$ cat src/rtl/beq_datapath.sv
// Single-cycle MIPS beq datapath slice: 32x32 register file with combinational reads,
// a 32-bit ALU, a branch-target adder and the beq decision. Only N = 32 is supported.
module beq_datapath #(
    parameter int N    = 32,
    parameter int NREG = 32
) (
    input  logic         clk,
    input  logic         rst,
    input  logic [31:0]  instruction,
    input  logic [31:0]  pc,
    input  logic [3:0]   ALU_OP,
    input  logic         RegWrite,
    input  logic [4:0]   wr_reg,
    input  logic [31:0]  wr_data,
    output logic [31:0]  rd_data1,
    output logic [31:0]  rd_data2,
    output logic [31:0]  alu_result,
    output logic         cout,
    output logic         slt,
    output logic         overflow,
    output logic         zero_flag,
    output logic [31:0]  branch_target,
    output logic         branch_taken
);
    localparam logic [5:0] OPC_BEQ = 6'b000100;
    localparam logic [3:0] OP_AND  = 4'b0000;
    localparam logic [3:0] OP_OR   = 4'b0001;
    localparam logic [3:0] OP_ADD  = 4'b0010;
    localparam logic [3:0] OP_SUB  = 4'b0110;
    localparam logic [3:0] OP_SLT  = 4'b0111;
    localparam logic [3:0] OP_NOR  = 4'b1100;

    logic [4:0]   rs, rt;
    logic [5:0]   opcode;
    logic [15:0]  imm16;

    assign opcode = instruction[31:26];
    assign rs     = instruction[25:21];
    assign rt     = instruction[20:16];
    assign imm16  = instruction[15:0];

    // Register file
    logic [N-1:0] regs_q [NREG];
    logic [N-1:0] regs_d [NREG];

    genvar gi;
    generate
        for (gi = 0; gi < NREG; gi++) begin : g_reg
            if (gi == 0) begin : g_zero
                assign regs_d[gi] = '0;
            end else begin : g_rw
                assign regs_d[gi] = (RegWrite && (wr_reg == 5'(gi))) ? wr_data : regs_q[gi];
            end
        end
    endgenerate

    always_ff @(posedge clk) begin
        for (int i = 0; i < NREG; i++) begin
            if (rst) regs_q[i] <= '0;
            else     regs_q[i] <= regs_d[i];
        end
    end

    // r0 is forced on read so it is 0 even before the first reset.
    assign rd_data1 = (rs == 5'd0) ? '0 : regs_q[rs];
    assign rd_data2 = (rt == 5'd0) ? '0 : regs_q[rt];

    // ALU
    logic [N:0] add_sum, sub_sum;
    logic       add_ovf, sub_ovf;

    assign add_sum = {1'b0, rd_data1} + {1'b0, rd_data2};
    assign sub_sum = {1'b0, rd_data1} + {1'b0, ~rd_data2} + {{N{1'b0}}, 1'b1};
    assign add_ovf = (rd_data1[N-1] == rd_data2[N-1]) && (add_sum[N-1] != rd_data1[N-1]);
    assign sub_ovf = (rd_data1[N-1] != rd_data2[N-1]) && (sub_sum[N-1] != rd_data1[N-1]);
    // Sign of the difference corrected by overflow gives the true signed compare.
    assign slt     = sub_sum[N-1] ^ sub_ovf;

    always_comb begin
        alu_result = '0;
        cout       = 1'b0;
        overflow   = 1'b0;
        case (ALU_OP)
            OP_AND: alu_result = rd_data1 & rd_data2;
            OP_OR:  alu_result = rd_data1 | rd_data2;
            OP_NOR: alu_result = ~(rd_data1 | rd_data2);
            OP_ADD: begin
                alu_result = add_sum[N-1:0];
                cout       = add_sum[N];
                overflow   = add_ovf;
            end
            OP_SUB: begin
                alu_result = sub_sum[N-1:0];
                cout       = sub_sum[N];
                overflow   = sub_ovf;
            end
            OP_SLT: begin
                alu_result = {{(N-1){1'b0}}, slt};
                cout       = sub_sum[N];
                overflow   = sub_ovf;
            end
            default: ;
        endcase
    end

    assign zero_flag = (alu_result == '0);

    // Branch target and decision
    assign branch_target = pc + 32'd4 + {{14{imm16[15]}}, imm16, 2'b00};
    assign branch_taken  = zero_flag && (opcode == OPC_BEQ) && (ALU_OP == OP_SUB);

endmodule

$ cat config.mk
export PLATFORM = sky130hd
export DESIGN_NAME = beq_datapath
export DESIGN_NICKNAME = d
export VERILOG_FILES = /design/src/rtl/beq_datapath.sv
export SDC_FILE = /design/constraint.sdc
export NUM_CORES = 2
export LEC_CHECK = 0
export BUFFER_PORTS_ARGS = -buffer_cell sky130_fd_sc_hd__buf_4
export CORE_AREA = 2 2 255 445
export DETAILED_ROUTE_END_ITERATION = 7
export DIE_AREA = 0 0 257 447
export HOLD_SLACK_MARGIN = 0.02
export PLACE_DENSITY = 0.73
export SYNTH_ARGS = -nofsm -noshare
export SYNTH_HDL_FRONTEND = slang
export SYNTH_SLANG_ARGS = --single-unit
$ cat constraint.sdc
create_clock -name clk -period 14.4 [get_ports clk]
set_input_delay 2.88 -clock clk [delete_from_list [all_inputs] [get_ports clk]]
set_output_delay 2.88 -clock clk [all_outputs]
set_load 0.02 [all_outputs]
==> results.txt <==
syn nets -> 4912
I/O Buffers -> 236
top flop regs -> regs_q: 992 flops
CTS Buffer Depth -> 3
routed len/inst -> 36.8 um
aggregate global routing overflow -> 0
layout cells sized above 1 -> 24.4%
design area -> 67300 sq um
Final Net Count -> 4978
number of global-route vias before repair -> 44955
area share of the largest cell type after synthesis -> 49.0%
FMAX -> 71.9 MHz
Post-Place Cell Area -> 64300 sq um
Worst Path Required -> 11.52 ns
Reg with most FFs -> regs_q
Final Slew Violations -> 0
minimum clock period -> 13.90 ns
initial antenna violation count -> 17
Post-synth EDFFs -> 992
Max-cap violations -> 0
GRT Resource Usage Total -> 40.2%
Flop pwr share -> 44.1%
final hold violations -> 0
kind of critical path -> in -> out
FP Rows -> 162
core outline area -> 111000 sq um
TritonCTS clock tree -> done
Gate power share -> 24.4%
max_slew headroom -> 12.1%
Hold WC Path Type -> in -> reg
unique cell type count in the Yosys netlist -> 104
DRC -> 0
largest area contributor in the netlist -> edfxtp_1
# fillers -> 8541
gpl congestion -> 1.00
Clock power frac -> 31.5%
DR iter-0 viols -> 6086
Clock Root Buffer -> clkbuf_16
Syn Area/Cell -> 13.1 sq um
worst-path cell with the longest stage delay -> nor3_1
LEAKAGE -> 24.7 nW
worst path arrival time -> 11.02 ns
# IOs -> 241
first-pass GRT wire length -> 323000 um
ys async rst share -> 0%
Sw Ratio -> 30.9%
clock sink count -> 992
setup tns final -> 0 ns
Setup Buffers After CTS -> 0
Final period util -> 96.5%
switching power -> 0.00240 W
top_reg_cell synth -> edfxtp_1
P&R area growth vs syn -> 10.7%
Die W -> 257 um
number of H-tree levels -> 3
kind of end point of the critical path -> output pin
die height -> 447 um
most used cell, CP -> buf_4
DIE AREA -> 115000 sq um
internal power -> 0.00538 W
DR vias -> 44459
max FFs per register -> 992
cell with the most instances after synthesis -> and2_1
register area share after synthesis -> 49.0%
synth top area cells -> edfxtp_1 (49%), mux4_2 (17%), and2_1 (10%), mux2i_1 (3.3%), ha_1 (3.1%)
post-route ant nets -> 0
Post-Syn Area -> 60700 sq um
CTS buffer count -> 90
vias per inst -> 7.08
post-CTS sizing -> 0
clock slew at reported path FFs -> 0.07 ns
Setup violations, final -> 0
largest net degree at the start of global routing -> 56
Tightest Pin Transition -> 1.31 ns
DR pass1 iterations -> 6
dpl hpwl -> 146000 um
outcome -> finished clean
Cells after Synth -> 4649
Power per Cell Area -> 116 nW/um^2
peak supply drop -> 0.0000987 V
CP max FO -> 54
RSZ-0062 raised after global routing -> false
Critical Path Start Type -> input port
Critical Path Max Stage Delay -> 0.79 ns
Synth Warn # -> 0
Post-Route WL -> 231000 um
post-synthesis register bit count -> 992
cts hold-fix bufs -> 0
Initial Util -> 54.6%
commonest cells in the netlist -> and2_1 (998), edfxtp_1 (992), mux4_2 (447), clkbuf_1 (302), nor2_1 (219)
## final timing paths
check / start / to / depth (start not counted)
hold / removal: wr_data[0] / regs_q[24][0] / 2
setup / recovery: instruction[16] / branch_taken / 29
## critical path, delay by kind of cell
family                   cells  cell delay [ns]
AND/OR/NAND/NOR             13             3.47
AO/OA/AOI/OAI                9             2.19
buffers and inverters        4             1.32
adder cells (fa/ha/maj)      2             0.74
multiplexers                 1             0.22
## kinds of logic after synthesis
group                      after synthesis  share of synthesized area [%]
and+or+nand+nor                       1618                           15.2
DFF                                    992                           49.0
muxes                                  709                           21.0
AOI/OAI and AO/OA                      593                           7.09
buffers and inverters                  546                           3.90
adders and majority gates              155                           3.23
xor gates and xnor gates                36                          0.519
## stage by stage
stage	utilization (%)	power, W	setup WS (ns)	hold slack [ns]	cells
floorplan	-	0.00461	0.318	3.08	4649
global placement	57.8	0.00530	0.642	3.36	6099
detailed placement	57.8	0.00533	0.675	3.37	6099
CTS	60.4	0.00772	0.659	2.61	6267
global route	60.4	0.00796	0.114	2.67	6270
finish	60.5	0.00778	0.500	2.66	6276
## cells in the final DEF, fill, tap and decap left out, drive strengths merged, types with 65 or more instances in the layout
cell type	instances
a21oi	102
and2	999
buf	391
clkbuf	115
edfxtp	992
ha	152
inv	128
mux2i	202
mux4	447
nand2	128
nor2	219
o21ai	93
o22ai	65
## area by class of cell
cell class / count / area [sq um] / share of cell area, %
Timing Repair Buffer: 392 / 3110 / 4.62
Multi-Input combinational cell: 3111 / 29100 / 43.3
Sequential cell: 992 / 29800 / 44.3
Clock buffer: 114 / 2360 / 3.51
Antenna cell: 9 / 22.5 / 0.0335
Clock inverter: 54 / 562 / 0.835
Inverter: 128 / 483 / 0.718
Tap cell: 1476 / 1850 / 2.75
## layer usage
layer  part of all wire, %  global-route usage, %  routed length (um)
met5                 0.023                      0                  53
met4                    11                   35.9               25200
met3                    12                   10.8               27500
met2                    47                   65.7              109000
met1                    30                   42.6               69000
## power groups by stage
stage / Combinational (W) / Sequential, W / Clock (W)
after detailed placement: 0.00184 / 0.00348 / 0
after floorplan: 0.00116 / 0.00345 / 0
after global routing: 0.00197 / 0.00344 / 0.00255
final: 0.00190 / 0.00343 / 0.00245
after global placement: 0.00183 / 0.00347 / 0
after CTS: 0.00185 / 0.00342 / 0.00245
Power figures use the tool's default switching activity.
